## src/rtl/periph_wr_arbiter.sv

```systemverilog
// Round-robin arbiter that lets two requesters share the peripheral write bus.
// Writes outside the peripheral address window are acknowledged with err and never reach the bus.
module periph_wr_arbiter #(
   parameter logic [31:0] BASE_ADDR = 32'h0000_0400,
   parameter int          WIN_BITS  = 10
) (
   input  logic        clk,
   input  logic        rst_n,
   input  logic        req0,
   input  logic [31:0] addr0,
   input  logic [31:0] data0,
   output logic        ack0,
   output logic        err0,
   input  logic        req1,
   input  logic [31:0] addr1,
   input  logic [31:0] data1,
   output logic        ack1,
   output logic        err1,
   output logic        w_en,
   output logic [31:0] w_addr,
   output logic [31:0] w_data,
   output logic        last_gnt
);

   typedef enum logic {IDLE, ISSUE} state_t;

   state_t      state;
   state_t      state_nxt;
   logic        grant_valid;
   logic        grant_idx;
   logic [31:0] sel_addr;
   logic [31:0] sel_data;
   logic        in_window;

   always_ff @(posedge clk or negedge rst_n) begin
      if (!rst_n) begin
         state <= IDLE;
      end else begin
         state <= state_nxt;
      end
   end

   // Requests are only looked at in IDLE, so ISSUE always takes exactly one cycle.
   always_comb begin
      state_nxt   = state;
      grant_valid = 1'b0;
      grant_idx   = 1'b0;
      case (state)
         IDLE: begin
            if (req0 && req1) begin
               grant_valid = 1'b1;
               grant_idx   = ~last_gnt;
            end else if (req0) begin
               grant_valid = 1'b1;
               grant_idx   = 1'b0;
            end else if (req1) begin
               grant_valid = 1'b1;
               grant_idx   = 1'b1;
            end
            if (grant_valid) begin
               state_nxt = ISSUE;
            end
         end
         ISSUE: begin
            state_nxt = IDLE;
         end
         default: begin
            state_nxt = IDLE;
         end
      endcase
   end

   assign sel_addr  = grant_idx ? addr1 : addr0;
   assign sel_data  = grant_idx ? data1 : data0;
   assign in_window = (sel_addr[31:WIN_BITS] == BASE_ADDR[31:WIN_BITS]);

   // Pulses are loaded on the grant edge and cleared on the next one, so they cover the ISSUE cycle only.
   always_ff @(posedge clk or negedge rst_n) begin
      if (!rst_n) begin
         w_en     <= 1'b0;
         w_addr   <= 32'h0;
         w_data   <= 32'h0;
         ack0     <= 1'b0;
         ack1     <= 1'b0;
         err0     <= 1'b0;
         err1     <= 1'b0;
         last_gnt <= 1'b1;
      end else begin
         w_en <= 1'b0;
         ack0 <= 1'b0;
         ack1 <= 1'b0;
         err0 <= 1'b0;
         err1 <= 1'b0;
         if (grant_valid) begin
            w_addr   <= sel_addr;
            w_data   <= sel_data;
            last_gnt <= grant_idx;
            w_en     <= in_window;
            ack0     <= ~grant_idx;
            ack1     <= grant_idx;
            err0     <= ~grant_idx & ~in_window;
            err1     <= grant_idx & ~in_window;
         end
      end
   end

endmodule

```

## config.mk

```make
export PLATFORM = sky130hd
export DESIGN_NAME = periph_wr_arbiter
export DESIGN_NICKNAME = d
export VERILOG_FILES = /design/src/rtl/periph_wr_arbiter.sv
export SDC_FILE = /design/constraint.sdc
export NUM_CORES = 1
export LEC_CHECK = 0
export BUFFER_PORTS_ARGS = -buffer_cell sky130_fd_sc_hd__buf_4
export CAP_MARGIN = 25
export CORE_MARGIN = 2
export CORE_UTILIZATION = 39
export CTS_CLUSTER_DIAMETER = 30
export DETAILED_ROUTE_END_ITERATION = 10
export PLACE_DENSITY_LB_ADDON = 0.25
export SLEW_MARGIN = 20
export SYNTH_ARGS = -nofsm -noshare
export SYNTH_HDL_FRONTEND = slang
export SYNTH_SLANG_ARGS = --single-unit
```

## constraint.sdc

```tcl
create_clock -name clk -period 1.5 [get_ports clk]
set_input_delay 0.075 -clock clk [delete_from_list [all_inputs] [get_ports clk]]
set_output_delay 0.075 -clock clk [all_outputs]
set_load 0.05 [all_outputs]
```

# Word-level counts from Yosys, hierarchy flattened

Cells that the tools add are included.

Flip-flop bits (word level): 71
Output and inout bits: 70

Eq/ne operators: 1
Reductions and logical operators: 1
Muxes and demuxes: 17
Bitwise logic cells: 6

Operators with widths:

| kind                                                             | count |
|---|---|
| 32-bit 2-to-1 mux                                                | 2 |
| 22-bit by 1-bit == test with 1-bit output, second input constant | 1 |
| 1-bit 2-to-1 mux                                                 | 14 |
| 1-bit inverter                                                   | 4 |
| 1-bit AND                                                        | 2 |
| 1-bit case mux with 2 select lines                               | 1 |
| 1-bit logical AND                                                | 1 |

# Logic depth before layout (Yosys ltp)

Depth in word-level cells: 9
Depth in mapped cells: 7
Mapped depth without buffers: 4

# Worst setup path after synthesis

OpenSTA, ideal clock, no wires.

Path kind: register to register
Start point: reg last_gnt
End point: reg err0
Setup time: 0.136 ns
Arrival: 1.441 ns
Clock period less this slack: 1.577 ns
Stages on the path, launching flop included: 6
Data required time: 1.364 ns
Path slack: -0.077 ns
Path through: dfstp_2 > a211oi_1 > buf_2 > buf_4 > nor3_1 > a21boi_0

Longest elaborated chain between the ends: 8
Elaborated cells between the ends (all ways): 9
Those cells by class: eq/ne: 1; mux: 4; bitwise: 4

Ends and longest elaborated chain:

| element                                   | line | RTL |
|---|---|---|
| start: declaration                        | 22   | `output logic last_gnt` |
| start signal: assignment                  | 97   | `last_gnt <= grant_idx;` |
| 1-bit inverter *                          | 52   | `grant_idx = ~last_gnt;` |
| 1-bit 2-to-1 mux *                        | 50   | `if (req0 && req1) begin` |
| 1-bit 2-to-1 mux *                        | 48   | `case (state)` |
| 32-bit 2-to-1 mux                         | 73   | `assign sel_addr = grant_idx ? addr1 : addr0;` |
| 22-bit by 1-bit == test with 1-bit output | 75   | `assign in_window = (sel_addr[31:WIN_BITS] == BASE_ADDR[31:WIN_BITS]);` |
| 1-bit inverter                            | 101  | `err0 <= ~grant_idx & ~in_window;` |
| 1-bit AND *                               | 101  |  |
| 1-bit 2-to-1 mux *                        | 94   | `if (grant_valid) begin` |
| end signal: assignment                    | 101  |  |
| end: declaration                          | 13   | `output logic err0,` |

Every way passes the cells marked *; elsewhere a longest branch is shown, timed or not.
A chain may end at the register's enable or synchronous reset.

# Worst setup path in the final report

Start point: reg last_gnt
End point: reg w_data[21]

Longest elaborated chain between the ends: 4

Ends and longest elaborated chain:

| element                | line | RTL |
|---|---|---|
| 1-bit inverter         | 52   |  |
| 1-bit 2-to-1 mux       | 50   |  |
| 1-bit 2-to-1 mux       | 48   |  |
| 32-bit 2-to-1 mux      | 74   | `assign sel_data = grant_idx ? data1 : data0;` |
| end signal: assignment | 96   | `w_data <= sel_data;` |
| end: declaration       | 21   | `output logic [31:0] w_data,` |

Every way passes these cells.

==> impl_metrics.json <==
{
  "maxCapViolCount": 0,
  "worstMarginPinSlew_ns": 0.4950,
  "cts_buffer_depth": 2,
  "finalSetupViolCount": 3,
  "antenna_found_initial": 0,
  "finalHoldViolCount": 0,
  "finalWorstSetupSlack_ns": -0.008996,
  "syn-instance-count": 317,
  "ant_nets": 0,
  "rsz0062_at_grt": "yes",
  "drc_errors": 0,
  "nets": 664,
  "ctsHtreeMaxLevel": 3,
  "die_x_um": 95.79,
  "relSlewSlack_pct": 67.00,
  "routed_wl_um": 9768,
  "placed_cells": 614,
  "avgSynthCellArea_sq_um": 10.36,
  "io_pins": 202,
  "initial_core_util_pct": 40.19,
  "crit_slowest_cell": "dfstp_2",
  "cts_root_buf": "clkbuf_8",
  "clock_sink_count": 71,
  "port-buffer-count": 201,
  "clk_latency_ns": 0.33,
  "multi_input_area_sq_um": 1456,
  "grt_max_degree": 45,
  "crit_chain": "a211oi_4, buf_4, clkbuf_16, buf_12, mux2i_2, o21ai_1",
  "layout.area.seq_sq_um": 1778,
  "fp-row-count": 33,
  "arrival_ns": 1.71,
  "crit_type": "register to register",
  "ys_ff_latch": 71,
  "grt_pass1_wl_um": 14190,
  "syn-cell-area_sq_um": 3286,
  "p_per_area_nw_per_um2": 1311,
  "post-dp-hpwl_um": 7285,
  "instances_no_fill": 642,
  "crit_fanout": 6,
  "peakVddDrop_v": 0.0007336,
  "cp-start-kind": "register",
  "wl_per_cell_um": 15.21,
  "fin_util_pct": 66.74,
  "fmax_mhz": 662.7,
  "syn_nets": 449,
  "dp_slack_ns": -0.06225,
  "cts_tree": "yes",
  "tns_ns": -0.01809,
  "drv_slew": 0,
  "drt_iter0_drc": 54,
  "synth.distinct_cells": 24,
  "power_uw": 7155,
  "clk_pin_slew_ns": 0.08,
  "yosys_warnings": 0,
  "grt_pass1_vias": 3059,
  "violations": "negative setup slack",
  "finalCritPeriodShare_pct": 100.6,
  "cpPeakStageDelay_ns": 0.38,
  "die_y_um": 95.79,
  "syn_to_final_growth_pct": 66.07,
  "numCtsBuffers": 9,
  "route.vias.total": 3105,
  "core_area_sq_um": 8175,
  "status": "finished, violations left",
  "gp_congestion": 0.7358,
  "end_kind": "register",
  "dr.pass1.iters": 4,
  "via_per_inst": 4.836,
  "drive_gt1_share_pct": 47.86,
  "diodes": 0,
  "finClkSkew_ns": 0.007833,
  "cp.required_ns": 1.70,
  "hp-class": "input pin to register",
  "grt_overflow": 0,
  "p_leak_uw": 0.002658,
  "fin_crit_ns": 1.509,
  "yosysSeqAreaShare_pct": 54.11,
  "fillCellCount": 664,
  "track_usage_pct": 20.08,
  "dieArea_sq_um": 9175
}
path summary, 6_finish.rpt:
check	from	to	slack, ns	cells after the start
worst min-delay path	data0[30]	w_data[30]$_DFFE_PN0P_	0.01	3
max in group asynchronous	rst_n	w_addr[25]$_DFFE_PN0P_	0.70	3
worst max-delay path	last_gnt$_DFFE_PN1P_	w_data[21]$_DFFE_PN0P_	-0.009	6
worst max register to register	last_gnt$_DFFE_PN1P_	w_data[21]$_DFFE_PN0P_	-0.009	6
worst min register to register	w_addr[13]$_DFFE_PN0P_	w_addr[13]$_DFFE_PN0P_	0.48	2
min in group asynchronous	rst_n	w_data[20]$_DFFE_PN0P_	0.26	2
final cells by class:
type                       instances  share of cell area, %
clock buffer                      11                  2.775
clock inverter                     5                 0.5962
inverter                           2                 0.1376
multi-input combinational        221                  26.69
sequential                        71                  32.58
tap                              105                  2.408
timing repair buffer             227                  34.81
synth_stat cells (all sizes together):
cell,count,area share [%]
a211oi,1,0.23
a21boi,2,0.46
a21o,1,0.23
and3,1,0.19
buf,12,2.2
clkbuf,11,1.3
dfrtp,70,53
dfstp,1,0.80
inv,2,0.23
mux2i,65,20
nand2,66,7.5
nand3,2,0.30
nor2,5,0.57
nor3,4,0.61
nor3b,1,0.23
nor4,4,0.76
nor4b,1,0.46
o211a,1,0.30
o21ai,64,9.7
or2,1,0.19
or4,2,0.57
registers in the layout, indices dropped and copies added, names as in the netlist:
register,count
w_addr,32
w_data,32
ack0,1
ack1,1
err0,1
err1,1
last_gnt,1
state,1
w_en,1
power by group:
part	internal, uW	switching, uW	total, uW
sequential	2300	209	2500
clock	684	701	1380
combinational	1180	2090	3270
logic make-up after synthesis:
group / count (synthesis) / share of synthesized area [%]
muxes: 65 / 19.80
AOI/OAI and AO/OA: 69 / 10.97
buffers and inverters: 25 / 3.694
and+or+nand+nor: 87 / 11.42
DFF: 71 / 54.11
cells in the final DEF, fill, tap and decap left out, drive strengths merged:
| cell type | n |
|---|---|
| a211oi | 1 |
| a21boi | 2 |
| a21o | 1 |
| and3 | 1 |
| buf | 221 |
| clkbuf | 16 |
| clkinv | 2 |
| clkinvlp | 3 |
| dfrtp | 70 |
| dfstp | 1 |
| dlygate4sd3 | 1 |
| inv | 2 |
| mux2i | 65 |
| nand2 | 66 |
| nand3 | 2 |
| nor2 | 5 |
| nor3 | 4 |
| nor3b | 1 |
| nor4 | 4 |
| nor4b | 1 |
| o211a | 1 |
| o21ai | 64 |
| or2 | 1 |
| or4 | 2 |
critical path: cells and delay by family, from the launching register on:
family	cells	cell delay (ns)
compound gates	2	0.34
mux	1	0.21
buf+inv	3	0.44
flops	1	0.38
metrics by stage:
step	cell area, sq um	hold WS (ns)
2_1_floorplan	3306	-0.2206
3_3_place_gp	5012	0.08200
3_5_place_dp	5012	0.08038
4_1_cts	5229	0.01338
5_1_grt	5456	0.01306
6_report	5456	0.01062
layer usage:
| layer | wire length (um) | global-route usage, % | vias up |
|---|---|---|---|
| met4 | 102 | 6.310 | 0 |
| met1 | 3831 | 23.53 | 1430 |
| met2 | 4905 | 35.02 | 138 |
| li1 | - | - | 1527 |
| met5 | 0 | 0 | - |
| met3 | 929 | 6.343 | 10 |
repair_timing:
action / in CTS / in global routing
gates resized for setup: 2 / 47
endpoints found under the hold margin: 35 / 0
cloned: 0 / 5
pin swaps: 0 / 2
buffers inserted: 3 / 3
setup endpoints to repair: 27 / 60
hold buffers: 1 / 0
Note: power is estimated with default switching activity, not from simulation.
